### src/rtl/alu_serial_seq.sv
// alu_serial_seq: bit-serial ALU sequencer.
// Streams two W-bit operands LSB first through an external 1-bit ALU
// (whose carry/borrow input is tied to 0) and rebuilds the ripple chain
// locally with flop r_c, giving add/sub/OR/AND on W-bit words in W cycles.
//
// state | meaning
// ------+-------------------------------------------------------------
// IDLE  | waiting for start; ALU drive lines held at 0
// RUN   | W cycles, one operand bit per cycle, LSB first
// DONE  | one cycle, done=1, result/carry_out/zero just loaded
module alu_serial_seq #(
  parameter int W = 8
) (
  input  logic         clk,
  input  logic         rst,
  input  logic         start,
  input  logic [2:0]   op,
  input  logic [W-1:0] a,
  input  logic [W-1:0] b,
  output logic         busy,
  output logic         done,
  output logic [W-1:0] result,
  output logic         carry_out,
  output logic         zero,
  output logic [2:0]   alu_codigo,
  output logic         alu_op1,
  output logic         alu_op2,
  input  logic         alu_rta,
  input  logic         alu_bcout
);

  localparam logic [2:0] OP_ADD = 3'b001;
  localparam logic [2:0] OP_SUB = 3'b010;
  localparam int         CW     = $clog2(W);
  localparam logic [CW-1:0] LAST_BIT = CW'(W - 1);

  typedef enum logic [1:0] {
    IDLE = 2'd0,
    RUN  = 2'd1,
    DONE = 2'd2
  } state_t;

  state_t        r_state;
  logic [2:0]    r_op;
  logic [W-1:0]  r_sa;
  logic [W-1:0]  r_sb;
  logic [W-1:0]  r_acc;
  logic [CW-1:0] r_cnt;
  logic          r_c;

  logic          w_bit;
  logic          w_c_next;
  logic [W-1:0]  w_acc_next;
  logic          w_run;

  // ALU drive lines are live only in RUN so the shared ALU sees 0 otherwise
  assign w_run      = (r_state == RUN);
  assign alu_codigo = w_run ? r_op  : 3'b000;
  assign alu_op1    = w_run ? r_sa[0] : 1'b0;
  assign alu_op2    = w_run ? r_sb[0] : 1'b0;

  // Fold the local chain bit into the ALU's cin=0 answer (add/sub only)
  always_comb begin
    w_bit    = alu_rta;
    w_c_next = 1'b0;
    case (r_op)
      OP_ADD: begin
        w_bit    = alu_rta ^ r_c;
        w_c_next = alu_bcout | (alu_rta & r_c);
      end
      OP_SUB: begin
        w_bit    = alu_rta ^ r_c;
        w_c_next = alu_bcout | (~alu_rta & r_c);
      end
      default: begin
        w_bit    = alu_rta;
        w_c_next = 1'b0;
      end
    endcase
  end

  assign w_acc_next = {w_bit, r_acc[W-1:1]};

  // Sequencer: latch operands, shift W bits through the ALU, publish result
  always_ff @(posedge clk) begin
    if (rst) begin
      r_state   <= IDLE;
      r_op      <= 3'b000;
      r_sa      <= '0;
      r_sb      <= '0;
      r_acc     <= '0;
      r_cnt     <= '0;
      r_c       <= 1'b0;
      busy      <= 1'b0;
      done      <= 1'b0;
      result    <= '0;
      carry_out <= 1'b0;
      zero      <= 1'b0;
    end else begin
      case (r_state)
        IDLE: begin
          done <= 1'b0;
          if (start) begin
            r_op    <= op;
            r_sa    <= a;
            r_sb    <= b;
            r_acc   <= '0;
            r_cnt   <= '0;
            r_c     <= 1'b0;
            busy    <= 1'b1;
            r_state <= RUN;
          end
        end
        RUN: begin
          r_acc <= w_acc_next;
          r_sa  <= r_sa >> 1;
          r_sb  <= r_sb >> 1;
          r_c   <= w_c_next;
          r_cnt <= r_cnt + CW'(1);
          if (r_cnt == LAST_BIT) begin
            // Outputs change only here so they stay stable through RUN
            result    <= w_acc_next;
            carry_out <= w_c_next;
            zero      <= (w_acc_next == '0);
            done      <= 1'b1;
            r_state   <= DONE;
          end
        end
        DONE: begin
          done    <= 1'b0;
          busy    <= 1'b0;
          r_state <= IDLE;
        end
        default: begin
          done    <= 1'b0;
          busy    <= 1'b0;
          r_state <= IDLE;
        end
      endcase
    end
  end

endmodule

### config.mk
export PLATFORM = sky130hd
export DESIGN_NAME = alu_serial_seq
export DESIGN_NICKNAME = d
export VERILOG_FILES = /design/src/rtl/alu_serial_seq.sv
export SDC_FILE = /design/constraint.sdc
export NUM_CORES = 1
export LEC_CHECK = 0
export CAP_MARGIN = 20
export CORE_MARGIN = 4
export CORE_UTILIZATION = 54
export CTS_CLUSTER_DIAMETER = 40
export DETAILED_ROUTE_END_ITERATION = 16
export PLACE_DENSITY_LB_ADDON = 0.08
export RECOVER_POWER = 50
export SYNTH_ARGS = -nofsm -noshare
export SYNTH_HDL_FRONTEND = slang
export SYNTH_SLANG_ARGS = --single-unit
### constraint.sdc
create_clock -name clk -period 2.8 [get_ports clk]
set_input_delay 0.28 -clock clk [delete_from_list [all_inputs] [get_ports clk]]
set_output_delay 0.28 -clock clk [all_outputs]
set_load 0.02 [all_outputs]
==> flow_metrics.env <==
export IMPL_wire_per_inst_um=13.9
export IMPL_die_area_um2=4570
export IMPL_cts_clk_slew_worst_paths_ns=0.13
export IMPL_hold_start="result[2]$_SDFFE_PP0P_"
export IMPL_slowest_delay_ns=0.60
export IMPL_post_cts_buffers=0
export IMPL_clk_path_buf_depth=2
export IMPL_p_int_uw=921
export IMPL_cp_start_kind="flip-flop"
export IMPL_post_route_min_period_ns=2.55
export IMPL_vias_per_cell=5.53
export IMPL_power_density_nw_per_um2=520
export IMPL_syn_inst=204
export IMPL_syn2layout_area_growth_pct=23.3
export IMPL_syn_area_per_cell_um2=9.41
export IMPL_required_ns=2.52
export IMPL_ant_nets=0
export IMPL_worst_r2r_path_depth=3
export IMPL_layout_commonest_cell="nand2_1"
export IMPL_grt_pass1_vias=1492
export IMPL_wl_um=3990
export IMPL_slew_limit_headroom=0.453
export IMPL_cts_resized=0
export IMPL_ys_flop_type="dfxtp_1"
export IMPL_cp_top_family="simple AND/OR/NAND/NOR gates"
export IMPL_cp_depth=3
export IMPL_synth_top_family_by_area="compound AO/OA/AOI/OAI gates"
export IMPL_nNetsFinal=265
export IMPL_synth_edff_count=0
export IMPL_ios=41
export IMPL_synth_top_area_frac=0.459
export IMPL_critPathKind="flip-flop to primary output"
export IMPL_die_x_um=67.6
export IMPL_end_kind="primary output"
export IMPL_hold_violations=0
export IMPL_crit_path_start="r_state[0]$_SDFFE_PP0P_"
export IMPL_core_um2=3390
export IMPL_dr_first_iter_drc_count=57
export IMPL_synthMuxAreaShare=0.0156
export IMPL_fp_row_count=21
export IMPL_drive_gt1_frac=0.125
export IMPL_synth_compound_area_frac=0.232
export IMPL_report_final_setup_viol=0
export IMPL_p_sw_frac=0.252
export IMPL_synth_xor_area_share=0.00912
export IMPL_min_path_cells=2
export IMPL_peakVddDrop_uv=388
export IMPL_finalPower_uw=1230
export IMPL_p_clk_frac=0.314
export IMPL_multi_input_area_um2=940
export IMPL_cts_sinks=44
export IMPL_overflow=0
export IMPL_async_flop_share=0
export IMPL_numCtsBuffers=5
export IMPL_grt_max_degree=39
export IMPL_drt_pass1_iterations=4
export IMPL_max_slew_worst_pin_slew_ns=0.821
export IMPL_power_leakage_uw=0.000931
export IMPL_outcome="finished clean"
export IMPL_crit_slowest_cell="clkdlybuf4s50_1"
export IMPL_cts_tree="yes"
export IMPL_cts_hold_buf=0
export IMPL_place_hpwl_um=2880
export IMPL_start_util=0.567
export IMPL_clock_latency_ns=0.35
export IMPL_clock_fmax_ghz=0.393
export IMPL_syn_nets=230
export IMPL_final_max_slew_viol_count=0
export IMPL_pwr_share_comb=0.137
export IMPL_grt_total_usage=0.191
export IMPL_num_vias=1582
export IMPL_layout_common_cells="nand2_1 (45), dfxtp_1 (44), clkdlybuf4s50_1 (26), nor2_1 (25), a311oi_2 (14)"
export IMPL_fillers=268
export IMPL_h_tree_depth=2
export IMPL_power_switching_uw=310
export IMPL_r2r_start="r_state[1]$_SDFFE_PP0P_"
export IMPL_io_buffers=40
export IMPL_synth_adder_area_share=0.0130
export IMPL_crit_chain="and2b_1 > and2_2 > clkdlybuf4s50_1"
export IMPL_root_buffer="clkbuf_4"
export IMPL_synth_seq_cells=44
export IMPL_synth_area_leaders="dfxtp_1 (46%), a311oi_2 (11%), nand2_1 (8.6%)"
export IMPL_grt_pass1_wl_um=6630
export IMPL_final_setup_tns_ns=0
export IMPL_yosysSeqAreaShare=0.459
export IMPL_path_max_fanout=21
export IMPL_maxCapViolCount=0
export IMPL_syn_area_um2=1920
export IMPL_dieHeight_um=67.6
export IMPL_seq_power_share=0.549
export IMPL_diodes=0
export IMPL_antenna_found_initial=0
export IMPL_gp_congestion=0.778
export IMPL_period_share=0.909
export IMPL_seq_area_um2=881
export IMPL_holdCritPathClass="flip-flop to flip-flop"
export IMPL_drc=0
export IMPL_ys_warn_count=0
export IMPL_critPathArrivalTime_ns=2.27
export IMPL_finalClockSkew_ns=0.0133
export IMPL_yosys_area_top_type="dfxtp_1"
export IMPL_rsz0062_at_grt="false"
export IMPL_ys_types=36
export IMPL_worst_path_buf_inv=1
export IMPL_synthSimpleGateAreaFrac=0.226
## cell type report
| class | instances | share of cell area |
|---|---|---|
| clock buffer | 5 | 0.0158 |
| clock inverter | 3 | 0.0180 |
| inverter | 2 | 0.00317 |
| multi-input combinational | 145 | 0.397 |
| sequential | 44 | 0.372 |
| tap | 46 | 0.0243 |
| timing repair buffer | 41 | 0.170 |
## flip-flops by register name, indices dropped and copies added, names as in the netlist
register	flops
zero	1
r_cnt	3
r_c	1
busy	1
r_acc	7
result	8
r_sa	8
done	1
r_state	2
carry_out	1
r_sb	8
r_op	3
## synth_stat cells, types with 3 or more instances
cell,instances
dfxtp_1,44
nand2_1,44
nor2_1,25
a311oi_2,14
a21oi_1,13
a22o_1,8
and2_1,4
buf_2,4
nor2b_1,4
buf_4,3
mux2i_1,3
nor3_1,3
## metrics by stage
step | hold slack [ns] | area [um^2] | std cells | utilization | setup WS [ns]
after floorplan | 0.427 | 1920 | 204 | - | 1.46
after global routing | 0.489 | 2370 | 286 | 0.699 | 0.0800
after global placement | 0.442 | 2300 | 278 | 0.680 | 0.669
final | 0.465 | 2370 | 286 | 0.699 | 0.254
after detailed placement | 0.451 | 2300 | 278 | 0.680 | 0.636
after CTS | 0.473 | 2380 | 286 | 0.703 | 0.226
## power by group through the flow
stage	combinational [uW]	clock, uW	sequential [uW]
after global routing	186	420	679
after floorplan	121	0	685
after detailed placement	172	0	690
after CTS	173	398	676
final	169	387	675
after global placement	165	0	687
## worst register-to-register path, stage by stage (launching register included)
cell and delay [ns]:
dfxtp_1 0.50, nand2b_1 0.69, nor2_1 0.33, a22o_1 0.32
## logic make-up (layout without fill, tap and decap cells)
kind of cell	Yosys count	count (layout)
xor gates and xnor gates	2	2
buffers and inverters	15	51
adders and majority gates	2	2
muxes	3	3
and+or+nand+nor	93	93
DFF	44	44
AOI/OAI and AO/OA	45	45
## routing by layer
metal / global-route usage / routed length (um)
met1: 0.231 / 1690
met2: 0.324 / 2040
met5: 0 / 0
met4: 0.0532 / 41
met3: 0.0616 / 224
## path summary, 6_finish.rpt
kind	slack, ns	endpoint
setup / recovery	0.25	alu_codigo[1]
hold / removal	0.47	result[2]$_SDFFE_PP0P_
hold reg to reg	0.47	result[2]$_SDFFE_PP0P_
setup reg to reg	0.85	r_acc[2]$_SDFFE_PP0P_
Note: power is estimated with default switching activity, not from simulation.
